==> config.mk <==
export PLATFORM = sky130hd
export DESIGN_NAME = display_capture
export DESIGN_NICKNAME = d
export VERILOG_FILES = /design/src/rtl/display_capture.sv
export SDC_FILE = /design/constraint.sdc
export NUM_CORES = 1
export LEC_CHECK = 0
export ABC_AREA = 1
export BUFFER_PORTS_ARGS = -buffer_cell sky130_fd_sc_hd__buf_4
export CAP_MARGIN = 20
export CORE_ASPECT_RATIO = 0.9
export CORE_MARGIN = 3
export CORE_UTILIZATION = 55
export CTS_CLUSTER_DIAMETER = 50
export DETAILED_ROUTE_END_ITERATION = 7
export PLACE_DENSITY_LB_ADDON = 0.05
export REMOVE_ABC_BUFFERS = 1
export SLEW_MARGIN = 20
export SYNTH_ARGS = -nofsm -noshare
export SYNTH_HDL_FRONTEND = slang
export SYNTH_SLANG_ARGS = --single-unit
==> constraint.sdc <==
create_clock -name clk -period 5.3 [get_ports clk]
set_clock_uncertainty 0.05 [all_clocks]
set_input_delay 0.265 -clock clk [delete_from_list [all_inputs] [get_ports clk]]
set_output_delay 0.265 -clock clk [all_outputs]
set_load 0.05 [all_outputs]
==> src/rtl/display_capture.sv <==
`default_nettype none
// ============================================================================
//  Module      : display_capture
//  Description : Receiver for a multiplexed 4-digit 7-segment display bus.
//                Debounces each anode/segment dwell, decodes the BCD digit
//                shown and publishes complete 4-digit frames together with a
//                frame pulse, a staleness flag and sticky protocol errors.
//  Revision    : 1.0 - initial release
// ============================================================================
module display_capture #(
    parameter int STABLE_CYCLES  = 4,
    parameter int TIMEOUT_CYCLES = 65536
) (
    input  logic       clk,
    input  logic       rst,
    input  logic [3:0] anode,
    input  logic [6:0] segment,
    input  logic       clr_err,
    output logic [3:0] d0,
    output logic [3:0] d1,
    output logic [3:0] d2,
    output logic [3:0] d3,
    output logic       frame_valid,
    output logic       stale,
    output logic       err_pattern,
    output logic       err_multi
);

    localparam int              c_TW        = $clog2(TIMEOUT_CYCLES);
    localparam logic [7:0]      c_STAB_MAX  = 8'(STABLE_CYCLES - 1);
    localparam logic [7:0]      c_STAB_HIT  = 8'(STABLE_CYCLES - 2);
    localparam logic [c_TW-1:0] c_TO_MAX    = c_TW'(TIMEOUT_CYCLES - 1);
    localparam logic [c_TW-1:0] c_TO_PRE    = c_TW'(TIMEOUT_CYCLES - 2);
    localparam logic [6:0]      c_SEG_BLANK = 7'h7F;

    logic [3:0]      r_anode;
    logic [6:0]      r_seg;
    logic [3:0]      r_prev_anode;
    logic [6:0]      r_prev_seg;
    logic [7:0]      r_cnt;
    logic            r_armed;
    logic [3:0]      r_seen;
    logic [3:0][3:0] r_shadow;
    logic [c_TW-1:0] r_to_cnt;

    logic            w_same;
    logic            w_capture;
    logic [3:0]      w_low;
    logic            w_multi;
    logic            w_one_hot;
    logic [1:0]      w_idx;
    logic            w_dec_ok;
    logic [3:0]      w_dec_val;
    logic            w_digit_ok;
    logic            w_pat_err;
    logic            w_multi_err;
    logic [3:0]      w_seen_next;
    logic [3:0][3:0] w_shadow_next;
    logic            w_frame;

    // Sample the display bus once and keep the previous sample for comparison.
    always_ff @(posedge clk) begin
        if (rst) begin
            r_anode      <= 4'd0;
            r_seg        <= 7'd0;
            r_prev_anode <= 4'd0;
            r_prev_seg   <= 7'd0;
        end else begin
            r_anode      <= anode;
            r_seg        <= segment;
            r_prev_anode <= r_anode;
            r_prev_seg   <= r_seg;
        end
    end

    assign w_same    = ({r_anode, r_seg} == {r_prev_anode, r_prev_seg});
    assign w_capture = w_same && r_armed && (r_cnt == c_STAB_HIT);

    // Dwell length counter; armed allows exactly one capture per dwell.
    always_ff @(posedge clk) begin
        if (rst) begin
            r_cnt   <= 8'd0;
            r_armed <= 1'b1;
        end else if (!w_same) begin
            r_cnt   <= 8'd0;
            r_armed <= 1'b1;
        end else begin
            if (r_cnt != c_STAB_MAX) begin
                r_cnt <= r_cnt + 8'd1;
            end
            if (w_capture) begin
                r_armed <= 1'b0;
            end
        end
    end

    assign w_low     = ~r_anode;
    assign w_multi   = ((w_low & (w_low - 4'd1)) != 4'd0);
    assign w_one_hot = (w_low != 4'd0) && !w_multi;

    // Index of the selected digit (only meaningful when exactly one is low).
    always_comb begin
        w_idx = 2'd0;
        for (int i = 0; i < 4; i++) begin
            if (w_low[i]) begin
                w_idx = 2'(i);
            end
        end
    end

    // Active-low segment pattern to BCD; anything outside 0..9 is illegal.
    always_comb begin
        w_dec_ok  = 1'b1;
        w_dec_val = 4'd0;
        case (r_seg)
            7'h40:   w_dec_val = 4'd0;
            7'h79:   w_dec_val = 4'd1;
            7'h24:   w_dec_val = 4'd2;
            7'h30:   w_dec_val = 4'd3;
            7'h19:   w_dec_val = 4'd4;
            7'h12:   w_dec_val = 4'd5;
            7'h02:   w_dec_val = 4'd6;
            7'h78:   w_dec_val = 4'd7;
            7'h00:   w_dec_val = 4'd8;
            7'h10:   w_dec_val = 4'd9;
            default: w_dec_ok  = 1'b0;
        endcase
    end

    assign w_digit_ok  = w_capture && w_one_hot && (r_seg != c_SEG_BLANK) && w_dec_ok;
    assign w_pat_err   = w_capture && w_one_hot && (r_seg != c_SEG_BLANK) && !w_dec_ok;
    assign w_multi_err = w_capture && w_multi;

    // Shadow digits and seen mask as they stand after this cycle's capture.
    always_comb begin
        w_shadow_next = r_shadow;
        w_seen_next   = r_seen;
        if (w_digit_ok) begin
            w_shadow_next[w_idx] = w_dec_val;
            w_seen_next[w_idx]   = 1'b1;
        end
    end

    assign w_frame = (w_seen_next == 4'hF);

    // Accumulate digits and publish a frame once all four have been seen.
    always_ff @(posedge clk) begin
        if (rst) begin
            r_shadow    <= '0;
            r_seen      <= 4'd0;
            d0          <= 4'd0;
            d1          <= 4'd0;
            d2          <= 4'd0;
            d3          <= 4'd0;
            frame_valid <= 1'b0;
        end else begin
            r_shadow    <= w_shadow_next;
            frame_valid <= w_frame;
            if (w_frame) begin
                r_seen <= 4'd0;
                d0     <= w_shadow_next[0];
                d1     <= w_shadow_next[1];
                d2     <= w_shadow_next[2];
                d3     <= w_shadow_next[3];
            end else begin
                r_seen <= w_seen_next;
            end
        end
    end

    // Frame watchdog; a completed frame always overrides saturation.
    always_ff @(posedge clk) begin
        if (rst) begin
            r_to_cnt <= '0;
            stale    <= 1'b0;
        end else if (w_frame) begin
            r_to_cnt <= '0;
            stale    <= 1'b0;
        end else if (r_to_cnt != c_TO_MAX) begin
            r_to_cnt <= r_to_cnt + c_TW'(1);
            if (r_to_cnt == c_TO_PRE) begin
                stale <= 1'b1;
            end
        end
    end

    // Sticky error flags; a new error in the clearing cycle keeps the flag set.
    always_ff @(posedge clk) begin
        if (rst) begin
            err_pattern <= 1'b0;
            err_multi   <= 1'b0;
        end else begin
            err_pattern <= (err_pattern & ~clr_err) | w_pat_err;
            err_multi   <= (err_multi & ~clr_err) | w_multi_err;
        end
    end

endmodule
`default_nettype wire
# Word level (Yosys, flattened, before mapping)
# Index checks and enable logic that the tools add are counted.
# Widths: inputs -> output; s select.
dict set report word_totals {
  ff_bits 87
  in_bits 14
  output_inout_bits 20
  elab_cells 80
}
dict set report classes {
  n_addsub 3
  n_lt_le_gt_ge 2
  eq_ne 16
  mux 12
  bitwise 9
  n_reduce_logical 18
}
# cell count
set op_table {}
lappend op_table {{$pmux 4 s9} 1}
lappend op_table {{$eq 7x5->1 const B} 3}
lappend op_table {{$eq 7x7->1 const B} 3}
lappend op_table {{$add 16x1->16 const B} 1}
lappend op_table {{$bwmux 16} 1}
lappend op_table {{$eq 16x16->1 const B} 1}
lappend op_table {{$mux 16} 1}
lappend op_table {{$ne 16x16->1 const B} 1}
lappend op_table {{$eq 7x6->1 const B} 2}
lappend op_table {{$eq 11x11->1} 1}
lappend op_table {{$reduce_or 10->1} 1}
lappend op_table {{$logic_and 1x1->1} 9}
lappend op_table {{$add 8x1->8 const B} 1}
lappend op_table {{$demux 4 s2} 1}
lappend op_table {{$eq 8x2->1 const B} 1}
lappend op_table {{$mux 4} 2}
lappend op_table {{$ne 8x2->1 const B} 1}
lappend op_table {{$reduce_bool 4->1} 2}
lappend op_table {{$eq 7x2->1 const B} 1}
lappend op_table {{$logic_not 7->1} 1}
lappend op_table {{$ne 7x7->1 const B} 1}
lappend op_table {{$and 4x4->4} 1}
lappend op_table {{$eq 4x4->1 const B} 1}
lappend op_table {{$mux 2} 2}
lappend op_table {{13 further kinds} 20}

# Depth between registers and ports, before layout
# Gate-level depths: netlist of the first run.
dict set report depth {
  depth_word 12
  depth_mapped 16
  mapped_depth_nobuf 15
}

# Worst setup path before layout of the first run
# OpenSTA, ideal clock, no wires.
dict set report synth_timing {
  path_kind {reg-to-reg}
  from {register r_cnt[0]}
  to {register r_to_cnt[6]}
  setup_ps 124
  arrival_ps 1892
  t_required_ps 5126
  path_slack_ps 3234
  stages_incl_launch_ff 15
  n_path_buf 1
  period_less_slack_ps 2066
  path_cell_list {dfxtp_1 -> inv_1 -> ha_1 -> nand2_1 -> nor3b_1 -> nand3_2 -> nor2_4 -> nand3_1 -> nand2_2 -> nand2_2 -> inv_2 -> nand2_4 -> nand2_4 -> buf_12 -> nor2_4}
}
dict set report synth_between {
  elab_chain_len 8
}
# item line_no
set synth_lines {}
lappend synth_lines {{from (decl)} 40} ;# logic [7:0] r_cnt;
lappend synth_lines {{from (signal assigned)} 89} ;# r_cnt <= r_cnt + 8'd1;
lappend synth_lines {{$eq 8x2->1} 77} ;# assign w_capture = w_same && r_armed && (r_cnt == c_STAB_HIT);
lappend synth_lines {{$logic_and 1x1->1} 77}
lappend synth_lines {{$logic_and 1x1->1 (3 in a row)} 130} ;# assign w_digit_ok = w_capture && w_one_hot && (r_seg != c_SEG_BLANK) && w_dec_ok;
lappend synth_lines {{$mux 4} 138} ;# if (w_digit_ok) begin
lappend synth_lines {{$eq 4x4->1} 144} ;# assign w_frame = (w_seen_next == 4'hF);
lappend synth_lines {{$reduce_or 2->1 (no source line)} n/a}
lappend synth_lines {{to (signal assigned)} 180} ;# r_to_cnt <= r_to_cnt + c_TW'(1);
lappend synth_lines {{to (decl)} 44} ;# logic [c_TW-1:0] r_to_cnt;
# No other way between the ends.
# A chain may end at the register's enable or synchronous reset.

# Worst setup path after layout of the first run
dict set report layout_timing {
  from {register r_cnt[0]}
  to {register r_to_cnt[0]}
}
# The elaborated chain is that of the path after synthesis.

==> results of run 1 <==
-- report_power, final --
part / total [mW] / switching (mW) / internal [mW]
Sequential: 0.673 / 0.0103 / 0.663
Combinational: 0.0697 / 0.0445 / 0.0253
Clock: 0.429 / 0.202 / 0.227
-- worst min-delay path, delay by kind of cell --
kind / cells / cell delay [ns]
buffers and inverters: 2 / 0.10
AND/OR/NAND/NOR: 1 / 0.06
-- stage by stage --
step | instances | hold WS (ns) | worst slack (ns) | total power [mW]
2_1_floorplan | 493 | 0.2841 | 2.992 | 0.7349
3_3_place_gp | 617 | 0.4033 | 2.712 | 0.7571
4_1_cts | 631 | 0.05789 | 2.552 | 1.190
6_report | 631 | 0.07212 | 2.584 | 1.172
3_5_place_dp | 617 | 0.4094 | 2.563 | 0.7587
5_1_grt | 631 | 0.06078 | 2.352 | 1.228
-- routing by layer --
metal  up-vias  track usage (%)  share of wire [%]
met4         0            6.684                1.2
met1      1333            22.81                 48
met3         6            5.642                3.6
met2        45            30.51                 47
met5         -                0                  0
li1       1623                -                  -
-- layout make-up --
class | count | share of cell area [%]
well taps | 90 | 2.571
clock buffers | 13 | 3.399
repair buffers | 34 | 5.827
clock inverters | 1 | 0.6855
flip-flops and latches | 87 | 39.76
inverters | 76 | 6.512
multi-input cells | 330 | 41.25
-- flip-flops by register name, indices dropped and copies added, names as in the netlist, 7 cells and up --
register	flops
r_shadow	16
r_to_cnt	16
r_seg	7
r_prev_seg	7
r_cnt	8
-- synthesized netlist by cell type (all sizes together), types with 3 or more instances --
cell type | count | area share [%]
o21ai | 19 | 2.5
dfxtp | 87 | 44
xnor2 | 9 | 2.0
nor3 | 8 | 1.3
nand2 | 94 | 9.9
inv | 75 | 7.2
clkbuf | 6 | 0.57
ha | 4 | 1.3
xor2 | 13 | 2.9
nand3 | 53 | 7.3
nand4 | 8 | 1.3
nor2 | 106 | 15
a21oi | 7 | 0.99
buf | 6 | 1.8
nor3b | 3 | 0.57
-- cells by family after synthesis --
kind of cell,synth area share (%)
buf+inv,9.681
flops,44.33
simple gates,35.96
xor+xnor,4.905
compound gates,3.854
fa+ha+maj,1.274
-- path summary, 6_finish.rpt --
kind / end / cells past startpoint
max: r_to_cnt[0]$_SDFFE_PP0P_ / 13
min: r_seg[4]$_SDFF_PP0_ / 3
max reg2reg: r_to_cnt[0]$_SDFFE_PP0P_ / 13
min reg2reg: d0[3]$_SDFFE_PP0N_ / 2
==> results.tsv, run 1 <==
stage	metric	value	unit
clock_network	post_cts_resized	0	
yosys	seq_area_frac_synth	44.33	%
pwr	ir_worst_vdd	0.0001573	V
global_routing	overflow	0	
final_layout	final_cell_mix	dfxtp_1, nand2_1, nor2_1	
yosys	syn-cell-area	3929	um^2
timing	post-route-min-period	2.716	ns
final_layout	drive_above_1_share	18.67	%
worst_setup_path	reg2reg_from	r_cnt[0]$_SDFFE_PP0P_	
clock_network	numCtsBuffers	9	
yosys	ys_ff_latch	87	
worst_setup_path	crit_type	reg2reg	
detailed_routing	num_vias	3007	
floorplan	die_area	8195	um^2
clock_network	cts_num_sinks	87	
floorplan	core.rowCount	28	
timing	setup_tns	0	ns
detailed_routing	first_pass_iters	5	
worst_setup_path	cp_max_fo	21	
detailed_routing	drtIter0Drc	141	
final_layout	final_area	4380	um^2
yosys	synth_edf_count	0	
yosys	synth.avg_cell_area	7.780	um^2
worst_hold_path	hp-class	in2reg	
worst_setup_path	worstPathArrival	2.87	ns
timing	hold_violations	0	
clock_network	path_clk_slew	0.07	ns
global_routing	grt_pass1_wl	11.98	mm
worst_setup_path	max_stage_delay	0.50	ns
final_layout	final_nets	556	
floorplan	dieWidth	95.09	um
final_layout	multi_input_area	1807	um^2
timing	finalSetupViolations	0	
yosys	ys_types	34	
final_layout	seqCellArea	1742	um^2
clock_network	h-tree-depth	3	
worst_setup_path	cp_slowest_cell	nand2_4	
worst_setup_path	crit_start	r_cnt[0]$_SDFFE_PP0P_	
final_layout	fin_util	64.79	%
detailed_routing	wire_per_inst	10.92	um
floorplan	ios	34	
pwr	leakagePower	1.796	nW
worst_setup_path	worst_setup_path_start_kind	register	
timing	tightest_slew	0.6015	ns
timing	rsz0062_at_grt	false	
global_routing	antenna_found_initial	0	
floorplan	start_util	58.11	%
global_routing	first_global_vias	2843	
worst_setup_path	path_buf_inv	2	
yosys	synthFlopType	dfxtp_1	
global_routing	grt_max_degree	43	
clock_network	cts_buffer_depth	2	
detailed_routing	drc	0	
timing	fin_crit_sh	51.24	%
detailed_routing	ant_nets	0	
floorplan	die_h	86.18	um
clock_network	cts_tree	yes	
worst_hold_path	worstHoldStart	segment[4]	
yosys	synth_cells	505	
worst_setup_path	cpLargestDelayFamily	simple AND/OR/NAND/NOR gates	
clock_network	postCtsSetupRepairBufs	0	
placement	numPortBuffers	33	
worst_setup_path	r2r_setup_slack	2.58	ns
placement	hpwl	5.051	mm
clock_network	worstSkewPairLatency	0.34	ns
placement	dpl_cell_area	4202	um^2
final_layout	area_delta_synth_final	11.50	%
final_layout	final_common_cell	dfxtp_1	
clock_network	hold_buffers	0	
detailed_routing	wirelength	6.890	mm
worst_setup_path	path_cells	inv_1 > ha_1 > nand2_1 > nor3b_1 > nand3_2 > nor2_4 > nand3_1 > nand2_2 > nand2_2 > inv_2 > nand2_4 > nand2_4 > nor2_1	
detailed_routing	vias_per_cell	4.765	
placement	place_congestion	0.8809	
run	maxCapViolations	0	
worst_setup_path	required	5.46	ns
global_routing	globalRouteTotalUtil	18.51	%
final_layout	fillers	593	
pwr	cellPowerDensity	267.5	nW/um^2
yosys	synth_warnings	0	
run_status	outcome	finished, final reports clean	
floorplan	core	6761	um^2
timing	drv_slew	0	
clock_network	root_buffer	clkbuf_8	
timing	slew_headroom	59.87	%
yosys	async_flop_share	0	%
final_layout	antenna_cells	0	
worst_setup_path	end_kind	register	
timing	max_freq	0.3682	GHz
Note: power is estimated with default switching activity, not from simulation.
==> inputs of run 2 (changes only) <==
--- a/config.mk
+++ b/config.mk
@@ -5,7 +5,7 @@
 export SDC_FILE = /design/constraint.sdc
 export NUM_CORES = 1
 export LEC_CHECK = 0
-export ABC_AREA = 1
+export ABC_AREA = 0
 export BUFFER_PORTS_ARGS = -buffer_cell sky130_fd_sc_hd__buf_4
 export CAP_MARGIN = 20
 export CORE_ASPECT_RATIO = 0.9
==> constraint.sdc (replaced) <==
create_clock -name clk -period 2.6 [get_ports clk]
set_clock_uncertainty 0.05 [all_clocks]
set_input_delay 0.13 -clock clk [delete_from_list [all_inputs] [get_ports clk]]
set_output_delay 0.13 -clock clk [all_outputs]
set_load 0.05 [all_outputs]
==> run 2 against run 1 <==
  * The flow now finishes with violations (setup timing)
  * Sequential cell count stayed put
  * Combinational power grew to 3.0 times the previous value
  * Wire length is 20% higher
  * Sequential power is 100% higher
  * Area after synthesis is 5.2% lower
  * Worst setup slack worse by 2.8 ns
  * Register-to-register slack worse by 2.8 ns
  * Via count is 2.5% lower
  * Global-route usage is 2.3 points higher
  * Worst hold slack better by 0.049 ns
  * Maximum frequency is 4.3% lower
  * Largest cell class unchanged
  * Highest routed layer unchanged
==> results.tsv, run 2 <==
stage	metric	value	unit
run_status	outcome	finished with violations	
run_status	failed_checks	setup timing	
global_routing	globalRouteTotalUtil	20.86	%
yosys	syn-cell-area	3725	um^2
run	maxCapViolations	0	
worst_hold_path	hp-class	in2reg	
detailed_routing	wirelength	8.290	mm
detailed_routing	drtIter0Drc	71	
timing	tightest_slew	0.5886	ns
final_layout	final_cell_mix	dfxtp_1, buf_4, nor2_1	
timing	max_freq	0.3524	GHz
yosys	synth_area_leaders	dfxtp_1, nor2b_1, xor2_1	
worst_setup_path	end_kind	register	
pwr	leakagePower	1.941	nW
timing	drv_slew	0	
global_routing	grt_pass1_wl	13.19	mm
floorplan	ios	34	
clock_network	path_clk_slew	0.08	ns
final_layout	final_cells	556	
global_routing	antenna_found_initial	0	
placement	dp_slack	-0.2297	ns
global_routing	first_global_vias	2890	
timing	fin_crit_sh	109.1	%
floorplan	core.rowCount	27	
yosys	synth_edf_count	0	
yosys	synth.avg_cell_area	9.880	um^2
timing	setup_tns	-7.807	ns
final_layout	drive_above_1_share	34.12	%
yosys	synth_cells	377	
final_layout	final_nets	482	
pwr	cellPowerDensity	519.3	nW/um^2
timing	post-route-min-period	2.838	ns
detailed_routing	num_vias	2931	
yosys	synth_largest_area_cell	dfxtp_1	
clock_network	h-tree-depth	3	
detailed_routing	drc	0	
timing	slew_headroom	60.67	%
clock_network	cts_tree	yes	
yosys	synthFlopType	dfxtp_1	
detailed_routing	wire_per_inst	14.91	um
timing	rsz0062_at_grt	true	
yosys	ys_ff_latch	87	
final_layout	area_delta_synth_final	36.04	%
final_layout	fillers	436	
detailed_routing	vias_per_cell	5.272	
yosys	synthTopCellsByCount	dfxtp_1, nor2_1, nor2b_1	
clock_network	numCtsBuffers	9	
final_layout	top_regs	r_shadow x16, r_to_cnt x16, r_cnt x8	
yosys	synth_top_area_share	46.76	%
clock_network	cts_num_sinks	87	
timing	finalSetupViolations	37	
worst_setup_path	cp_max_fo	5	
floorplan	die_h	84.07	um
worst_setup_path	worst_setup_path_start_kind	register	
detailed_routing	ant_nets	0	
worst_setup_path	worstPathArrival	3.05	ns
yosys	ys_types	50	
yosys	async_flop_share	0	%
floorplan	dieWidth	92.75	um
detailed_routing	first_pass_iters	4	
floorplan	start_util	58.65	%
timing	setup_ws	-0.2378	ns
pwr	ir_worst_vdd	0.0004641	V
final_layout	antenna_cells	0	
floorplan	core	6351	um^2
placement	hpwl	5.054	mm
global_routing	overflow	0	
worst_setup_path	required	2.81	ns
placement	place_inst	516	
yosys	synth_most_common_cell	dfxtp_1	
clock_network	worstSkewPairLatency	0.37	ns
yosys	seq_area_frac_synth	46.76	%
yosys	synth_warnings	0	
clock_network	cts_buffer_depth	2	
final_layout	final_common_cell	dfxtp_1	
worst_setup_path	crit_type	reg2reg	
clock_network	root_buffer	clkbuf_8	
placement	numPortBuffers	33	
global_routing	grt_max_degree	38	
placement	place_congestion	0.8298	
timing	hold_violations	0	
floorplan	die_area	7797	um^2
-- run 2: path summary, 6_finish.rpt --
check / end / cells past startpoint / from / slack, ns
hold reg to reg: r_armed$_SDFFE_PP1P_ / 1 / r_armed$_SDFFE_PP1P_ / 0.40
hold / removal: r_prev_seg[1]$_SDFF_PP0_ / 2 / rst / 0.12
setup reg to reg: r_to_cnt[7]$_SDFFE_PP0P_ / 9 / r_seg[6]$_SDFF_PP0_ / -0.24
setup / recovery: r_to_cnt[7]$_SDFFE_PP0P_ / 9 / r_seg[6]$_SDFF_PP0_ / -0.24
-- run 2: cells by family after synthesis --
group           share of synthesized area, %
compound gates                         8.163
xor+xnor                               7.760
fa+ha+maj                              1.612
buf+inv                                3.023
flops                                  46.76
mux                                    9.137
simple gates                           23.55
-- run 2: critical path, cell delays in order (launching register included) --
cell	delay, ns
dfxtp_4	0.36
a2111o_1	0.41
a221o_2	0.50
a2111oi_4	0.42
a221oi_2	0.18
buf_4	0.19
o31ai_4	0.27
buf_6	0.17
clkbuf_16	0.15
nor2_2	0.04
-- run 2: power breakdown --
| part | internal [mW] | switching (mW) | leakage, nW |
|---|---|---|---|
| sequential | 1.35 | 0.0213 | 0.708 |
| combinational | 0.110 | 0.102 | 1.13 |
| clock | 0.546 | 0.501 | 0.103 |
| total | 2.01 | 0.624 | 1.94 |
-- run 2: final cells by class --
cell class | instances | area, um^2 | share of cell area, %
clock inverters | 6 | 92.59 | 1.827
clock buffers | 10 | 127.6 | 2.519
inverters | 6 | 22.52 | 0.4444
well taps | 87 | 108.9 | 2.148
flip-flops and latches | 87 | 1755 | 34.64
repair buffers | 96 | 853.3 | 16.84
multi-input cells | 264 | 2107 | 41.58
-- run 2: what timing repair did --
action	in CTS	in global routing
hold endpoints to repair	13	0
pin swaps	8	25
hold buffers	12	0
setup buffers	2	6
resized for setup	32	41
endpoints found under the setup margin	38	38
gates cloned	1	3
-- run 2: routing by layer --
layer	part of all wire [%]	wire length (um)	track usage, %	vias up
li1	-	-	-	1462
met1	45	3713	26.01	1407
met2	50	4126	35.05	52
met3	4.1	337	6.132	10
met4	1.4	112	5.726	0
met5	0	0	0	-
-- run 2: through the flow --
step	util, %	hold slack (ns)	instance area (um^2)	power [mW]
after global routing	79.79	0.1360	5067	2.725
final	79.79	0.1214	5067	2.631
after CTS	75.59	0.1135	4801	2.610
after global placement	67.93	0.2911	4314	1.559
after detailed placement	67.93	0.2966	4314	1.562
after floorplan	-	0.1467	3635	1.481
